[config.mk]
export PLATFORM = sky130hd
export DESIGN_NAME = timebase_gen
export DESIGN_NICKNAME = d
export VERILOG_FILES = /design/src/rtl/timebase_pkg.sv /design/src/rtl/timebase_prescaler.sv /design/src/rtl/timebase_gen.sv
export SDC_FILE = /design/constraint.sdc
export NUM_CORES = 1
export LEC_CHECK = 0
export ABC_AREA = 1
export CAP_MARGIN = 10
export CORE_MARGIN = 4
export CORE_UTILIZATION = 50
export DETAILED_ROUTE_END_ITERATION = 16
export PLACE_DENSITY = 0.78
export RECOVER_POWER = 100
export SKIP_CTS_REPAIR_TIMING = 1
export SLEW_MARGIN = 20
export SYNTH_ARGS = -nofsm -noshare
export SYNTH_HDL_FRONTEND = slang
export SYNTH_SLANG_ARGS = --single-unit
[constraint.sdc]
create_clock -name clock -period 5.22 [get_ports clock]
set_clock_uncertainty 0.15 [all_clocks]
set_input_delay 1.566 -clock clock [delete_from_list [all_inputs] [get_ports clock]]
set_output_delay 1.566 -clock clock [all_outputs]
set_load 0.01 [all_outputs]
[src/rtl/timebase_pkg.sv]
// timebase_pkg: shared field limits and sizing helper for the timebase.
package timebase_pkg;
    localparam int SEC_MAX = 59;
    localparam int MIN_MAX = 59;
    localparam int SEC_W   = 6;
    localparam int MIN_W   = 6;
    function automatic int hrs_w(input int hrs_max);
        return (hrs_max < 1) ? 1 : $clog2(hrs_max + 1);
    endfunction
endpackage

[src/rtl/timebase_prescaler.sv]
// timebase_prescaler: half-second divider with a phase bit marking whole seconds.
module timebase_prescaler
    import timebase_pkg::*;
#(
    parameter int CLK_DIV = 1024
) (
    input  logic clock,
    input  logic reset_n,
    input  logic run,
    input  logic clr,
    output logic tick,
    output logic sec_tick
);
    localparam int DIV_W = $clog2(CLK_DIV);
    logic [DIV_W-1:0] div_q, div_d;
    logic             phase_q, phase_d;
    assign tick     = run && div_q == DIV_W'(CLK_DIV - 1);
    assign sec_tick = tick && phase_q;
    always_comb begin
        div_d   = (clr || tick) ? '0 : run ? div_q + DIV_W'(1) : div_q;
        phase_d = clr ? 1'b0 : phase_q ^ tick;
    end
    always_ff @(posedge clock) begin
        if (!reset_n) begin
            div_q   <= '0;
            phase_q <= 1'b0;
        end else begin
            div_q   <= div_d;
            phase_q <= phase_d;
        end
    end
endmodule

[src/rtl/timebase_gen.sv]
// timebase_gen: HH:MM:SS timebase with half-second/second strobes and saturating accumulators.
// Define TIMEBASE_ALARM_EN to add the alarm_time input and alarm_pulse strobe.
module timebase_gen
    import timebase_pkg::*;
#(
    parameter  int CLK_DIV = 1024,
    parameter  int HRS_MAX = 99,
    parameter  int ACCUM_W = 13,
    localparam int HRS_W   = hrs_w(HRS_MAX),
    localparam int HMS_W   = HRS_W + MIN_W + SEC_W
) (
    input  logic               clock,
    input  logic               reset_n,
    input  logic               run,
    input  logic               load,
    input  logic [HMS_W-1:0]   load_time,
    input  logic               acc_clr,
`ifdef TIMEBASE_ALARM_EN
    input  logic [HMS_W-1:0]   alarm_time,
    output logic               alarm_pulse,
`endif
    output logic [HMS_W-1:0]   HMS_time,
    output logic [ACCUM_W-1:0] sec_accum,
    output logic [ACCUM_W-1:0] min_accum,
    output logic               half_sec_pulse,
    output logic               sec_pulse,
    output logic               rollover_pulse,
    output logic               load_err
);
    typedef struct packed {
        logic [HRS_W-1:0] hrs;
        logic [MIN_W-1:0] min;
        logic [SEC_W-1:0] sec;
    } hms_t;
    hms_t               hms_q, hms_d, ld;
    logic [ACCUM_W-1:0] sacc_q, sacc_d, macc_q, macc_d;
    logic               half_q, sec_q, roll_q, lerr_q;
    logic               tick, sec_tick, ld_ok, ld_go, st, s_wrap, m_wrap, h_wrap, carry_m, carry_h;
    assign ld    = hms_t'(load_time);
    assign ld_ok = ld.sec <= SEC_W'(SEC_MAX) && ld.min <= MIN_W'(MIN_MAX) && ld.hrs <= HRS_W'(HRS_MAX);
    assign ld_go = load && ld_ok;
    timebase_prescaler #(.CLK_DIV(CLK_DIV)) u_pre (
        .clock    (clock),
        .reset_n  (reset_n),
        .run      (run),
        .clr      (ld_go),
        .tick     (tick),
        .sec_tick (sec_tick)
    );
    // A valid load swallows any tick landing in the same cycle.
    always_comb begin
        st      = sec_tick && !ld_go;
        s_wrap  = hms_q.sec == SEC_W'(SEC_MAX);
        m_wrap  = hms_q.min == MIN_W'(MIN_MAX);
        h_wrap  = hms_q.hrs == HRS_W'(HRS_MAX);
        carry_m = st && s_wrap;
        carry_h = carry_m && m_wrap;
        hms_d.sec = ld_go ? ld.sec : !st ? hms_q.sec : s_wrap ? '0 : hms_q.sec + SEC_W'(1);
        hms_d.min = ld_go ? ld.min : !carry_m ? hms_q.min : m_wrap ? '0 : hms_q.min + MIN_W'(1);
        hms_d.hrs = ld_go ? ld.hrs : !carry_h ? hms_q.hrs : h_wrap ? '0 : hms_q.hrs + HRS_W'(1);
        sacc_d = acc_clr ? '0 : (st && sacc_q != '1) ? sacc_q + ACCUM_W'(1) : sacc_q;
        macc_d = acc_clr ? '0 : (carry_m && macc_q != '1) ? macc_q + ACCUM_W'(1) : macc_q;
    end
    always_ff @(posedge clock) begin
        if (!reset_n) begin
            hms_q  <= '0;
            sacc_q <= '0;
            macc_q <= '0;
            half_q <= 1'b0;
            sec_q  <= 1'b0;
            roll_q <= 1'b0;
            lerr_q <= 1'b0;
        end else begin
            hms_q  <= hms_d;
            sacc_q <= sacc_d;
            macc_q <= macc_d;
            half_q <= tick && !ld_go;
            sec_q  <= st;
            roll_q <= carry_h && h_wrap;
            lerr_q <= load && !ld_ok;
        end
    end
`ifdef TIMEBASE_ALARM_EN
    logic alarm_q;
    always_ff @(posedge clock) begin
        if (!reset_n) alarm_q <= 1'b0;
        else alarm_q <= st && hms_d == hms_t'(alarm_time);
    end
    assign alarm_pulse = alarm_q;
`endif
    assign HMS_time       = hms_q;
    assign sec_accum      = sacc_q;
    assign min_accum      = macc_q;
    assign half_sec_pulse = half_q;
    assign sec_pulse      = sec_q;
    assign rollover_pulse = roll_q;
    assign load_err       = lerr_q;
endmodule

# [Word level (Yosys, flattened, before mapping)]
# Index checks and enable logic that the tools add are counted.
[classes] muxes=9 addsub=6 n_eq_ne=6 reduce_logical=22 n_bitwise=2 n_lt_le_gt_ge=3
[op_table] op="6-bit two-way mux" count=6
[op_table] op="13-bit by 1-bit adder with 13-bit output, second input constant" count=2
[op_table] op="13-bit inequality test, second input constant" count=2
[op_table] op="7-bit two-way mux" count=3
[op_table] op="1-bit logical AND" count=13
[op_table] op="6-bit by 1-bit adder with 6-bit output, second input constant" count=2
[op_table] op="6-bit equality test, second input constant" count=2
[op_table] op="6-bit less-or-equal comparator, second input constant" count=2
[op_table] op="10-bit by 1-bit adder with 10-bit output, second input constant" count=1
[op_table] op="10-bit equality test, second input constant" count=1
[op_table] op="7-bit by 1-bit adder with 7-bit output, second input constant" count=1
[op_table] op="7-bit equality test, second input constant" count=1
[op_table] op="7-bit less-or-equal comparator, second input constant" count=1
[op_table] op="2-bit nonzero test" count=3
[op_table] op="2-bit OR reduction" count=3
[op_table] op="1-bit zero test" count=2
[op_table] op="1-bit logical OR" count=1
[op_table] op="1-bit inverter" count=1
[op_table] op="1-bit bitwise XOR" count=1
[totals] word_cells=59 output_inout_bits=49 reg_bits=60 inputBits=24

# [Logic depth before layout (Yosys ltp)]
[depth] word_depth=10 mapped_depth=13 ltp_nobuf=12

# [Modules after synthesis]
# Synthesis repeated with hierarchy kept, for this count alone.
[unflattened] cells_unflattened=514 hier_area_um2=3378.2
[by_module_without_submodules] mod="timebase_gen" cells_per_inst=435 instances=1 seq_area_each_um2=980.9 area_each_um2=2820.2
[by_module_without_submodules] mod="timebase_prescaler" cells_per_inst=79 instances=1 seq_area_each_um2=220.2 area_each_um2=558.0

# [Least setup slack after synthesis]
# Ideal clock, no wire load.
[synth_timing] kind="in2reg" from="in run" to="reg hms_q (netlist bit HMS_time[14])" setup_ns=0.113 cell_stages=11 path_buffers=1 t_arrival_ns=2.939 slack_ns=2.018 path_cell_list="nand4_1 -> nor2_1 -> nand4_1 -> nor2_1 -> ha_1 -> inv_1 -> o21ai_4 -> nand2_2 -> buf_6 -> nor2_1 -> nor2_1"
[synth_between] elab_chain_len=6
[synth_rtl] item="start, declared" line_no="timebase_gen.sv:14" text="input logic run,"
[synth_rtl] item="1-bit logical AND" line_no="timebase_prescaler.sv:17" text="assign tick = run && div_q == DIV_W'(CLK_DIV - 1);"
[synth_rtl] item="1-bit logical AND" line_no="timebase_prescaler.sv:18" text="assign sec_tick = tick && phase_q;"
[synth_rtl] item="1-bit logical AND" line_no="timebase_gen.sv:52" text="st = sec_tick && !ld_go;"
[synth_rtl] item="1-bit logical AND" line_no="timebase_gen.sv:56" text="carry_m = st && s_wrap;"
[synth_rtl] item="1-bit logical AND" line_no="timebase_gen.sv:57" text="carry_h = carry_m && m_wrap;"
[synth_rtl] item="2-bit nonzero test (no line)"
[synth_rtl] item="end signal, assigned" line_no="timebase_gen.sv:74" text="hms_q <= hms_d;"
[synth_rtl] item="end, declared" line_no="timebase_gen.sv:35" text="hms_t hms_q, hms_d, ld;"
# No other way between the ends.
# A chain may end at the register's enable or synchronous reset.

# [Worst setup path in the final report]
[layout_timing] from="in load_time[15]" to="reg hms_q (netlist bit HMS_time[5])"
[layout_between] elab_chain_len=6 word_cells_on_any_way=7 classes_between="order compare: 1; mux: 1; reduce/logical: 5"
[layout_rtl] item="start, declared" line_no="timebase_gen.sv:16" text="input logic [HMS_W-1:0] load_time,"
[layout_rtl] item="7-bit less-or-equal comparator *" line_no="timebase_gen.sv:40" text="assign ld_ok = ld.sec <= SEC_W'(SEC_MAX) && ld.min <= MIN_W'(MIN_MAX) && ld.hrs <= HRS_W'(HRS_MAX);"
[layout_rtl] item="1-bit logical AND *" line_no="timebase_gen.sv:40"
[layout_rtl] item="1-bit logical AND *" line_no="timebase_gen.sv:41" text="assign ld_go = load && ld_ok;"
[layout_rtl] item="1-bit zero test" line_no="timebase_gen.sv:52"
[layout_rtl] item="1-bit logical AND" line_no="timebase_gen.sv:52"
[layout_rtl] item="2-bit nonzero test (no line)"
# Every way passes the cells marked *; elsewhere a longest branch is shown, timed or not.

==> out/qor.txt <==
horizontal extent of the die -> 89.9 um
clock slew at reported path FFs -> 0.06 ns
clock latency of the later-clocked register in the worst-skew pair -> 0.33 ns
worst setup path class -> input port to flop
Initial Util -> 52.3%
# clock sinks -> 60
area growth from synthesis to layout -> 28.3%
Achievable Freq -> 238 MHz
Tcrit/Tclk final -> 80.5%
antenna violations before repair -> 0
post-detail-place hpwl -> 6050 um
final hold violations -> 0
pin count of the biggest net entering global routing -> 25
final period demand of the worst path -> 4.20 ns
die span in y -> 89.9 um
vias in the first global route -> 3202
I/O pin count -> 73
drt via density -> 5.15
synthesized flop and latch total -> 60
final-report max-slew violation count -> 0
cell chosen for the clock root -> sky130_fd_sc_hd__clkbuf_8
maximum vdd ir drop -> 0.215 mV
clock buffer depth -> 2
commonest non-fill, non-tap cells in the layout -> sky130_fd_sc_hd__nand2_1, sky130_fd_sc_hd__nor2_1, sky130_fd_sc_hd__dfxtp_1, sky130_fd_sc_hd__dlygate4sd3_1, sky130_fd_sc_hd__inv_1
slew of the pin with the lowest slew margin -> 0.950 ns
maximum fanout along the worst path -> 24
warnings from Yosys -> 0
Sequential Area -> 1200 um2
placeable core region -> 6420 um2
sort of element at the end of the critical path -> flop
overall die area -> 8090 um2
Leakage Power -> 1.85 nW
Filler Cells Inserted -> 549
required arrival time at the worst endpoint -> 5.27 ns
proportion of synthesized chip area in sequential cells -> 35.8%
run status -> complete, no violations
clock tree from TritonCTS -> done
accumulated negative setup slack -> 0 ns
global-route wire length before repair -> 14400 um
quantity of I/O buffers inserted on ports -> 72
Setup violations, final -> 0
worst-case setup margin in the final layout -> 1.02 ns
total routing resource utilization after global routing -> 20.8%
worst slack at placement -> 0.874 ns
share of cells above drive strength 1 -> 3.60%
instance count of the mapped netlist -> 511
Final Net Count -> 611
Routed Wire Length -> 8410 um
std cell rows -> 29
worst rel slew slack -> 36.5%
cts bufs inserted -> 9
data arrival at the endpoint of the critical path -> 4.25 ns
remaining global-route overflow -> 0
Hold Crit Class -> flop to flop
DR WL/cell -> 12.7 um
H-tree depth reported by CTS -> 3
length of the first detailed-routing pass in iterations -> 4
RSZ-0062 raised after global routing -> no
Syn Std Cell Area -> 3360 um2
multi-input combinational cell area -> 1900 um2
most common library cell in the layout ignoring fill and taps -> sky130_fd_sc_hd__nand2_1
number of library cell types mapped by synthesis -> 32
Post-route DRC -> 0
Antenna Diode Count -> 0
net count of the mapped netlist -> 542
element type at the critical path start -> input port
Final Wtd Congestion -> 0.862
maximum capacitance violations -> 0
DRC violation total after the first TritonRoute iteration -> 163
power density over the cells -> 247 nW/um2
total power draw -> 0.00106 W
Antenna Violating Nets Remaining -> 0
Avg Synthesized Cell Area -> 6.57 um2
overall via count from detail_route -> 3403
## power breakdown
| group | switching (W) | total, W | internal [W] |
|---|---|---|---|
| clock | 0.000181 | 0.000473 | 0.000291 |
| combinational | 0.0000605 | 0.000111 | 0.0000501 |
| sequential | 0.0000129 | 0.000481 | 0.000468 |
| total | 0.000255 | 0.00106 | 0.000810 |
## final timing paths
kind	cells after the start	slack (ns)	endpoint	startpoint
hold / removal	2	0.34	half_sec_pulse	u_pre.div_q[9]
setup / recovery	10	1.02	HMS_time[5]	load_time[15]
setup reg to reg	10	2.48	min_accum[4]	u_pre.div_q[0]
hold reg to reg	2	0.34	half_sec_pulse	u_pre.div_q[9]
## cell type report
type,count,share of cell area [%]
multi-input cells,394,44.2
well taps,77,2.24
inverters,43,3.75
repair buffers,72,16.7
clock buffers,11,3.52
clock inverters,4,1.69
flip-flops and latches,60,27.9
## layer usage
metal	GRT usage, %	part of all wire [%]
met2	35.8	49
met1	25.4	45
met3	4.26	5.0
met5	0	0
met4	8.16	1.0
## critical path, stage by stage
cell and delay, ns:
sky130_fd_sc_hd__dlygate4sd3_1 0.55, sky130_fd_sc_hd__nor2_1 0.05, sky130_fd_sc_hd__nand2_1 0.05, sky130_fd_sc_hd__nand2_1 0.11
sky130_fd_sc_hd__nand3_1 0.68, sky130_fd_sc_hd__clkinv_1 0.75, sky130_fd_sc_hd__nand2_1 0.21, sky130_fd_sc_hd__o21ai_0 0.11
sky130_fd_sc_hd__nor2_1 0.13, sky130_fd_sc_hd__nor2_1 0.05
## per-stage QoR
step	utilization (%)	hold slack, ns	area, um2	cells
floorplan	-	0.303	3360	511
global placement	63.7	0.333	4090	646
detailed placement	63.7	0.326	4090	646
CTS	67.2	0.338	4310	661
global route	67.1	0.367	4310	661
finish	67.1	0.337	4310	661
## synthesized netlist by cell type (all sizes together)
cell type | instances | area share [%]
a21oi | 32 | 4.8
a21o | 1 | 0.22
clkbuf | 4 | 0.75
a31oi | 2 | 0.37
buf | 10 | 1.8
nand2 | 175 | 20
ha | 7 | 2.6
nor3 | 11 | 2.0
o21a | 1 | 0.22
nor3b | 1 | 0.22
nand4 | 12 | 2.2
xnor2 | 14 | 3.7
inv | 42 | 4.7
mux2i | 1 | 0.30
nor2 | 73 | 8.2
nand3 | 26 | 4.0
dfxtp | 60 | 36
nand3b | 3 | 0.67
nor4 | 1 | 0.19
or2 | 2 | 0.37
clkinv | 1 | 0.11
o21ai | 14 | 2.4
xor2 | 18 | 4.7
## sequential cells by signal (all words and copies together) (netlist names)
register	count
sec_accum	13
half_sec_pulse	1
HMS_time	19
sec_pulse	1
u_pre.div_q	10
min_accum	13
rollover_pulse	1
load_err	1
u_pre.phase_q	1
## cells by family after synthesis
| logic type | synth area share, % |
|---|---|
| AND/OR/NAND/NOR | 37.6 |
| AO/OA/AOI/OAI | 8.01 |
| buffers and inverters | 7.31 |
| XOR/XNOR | 8.35 |
| flip-flops | 35.8 |
| adder cells (fa/ha/maj) | 2.61 |
| multiplexers | 0.298 |
No activity file was read; power rests on OpenSTA's default activity.
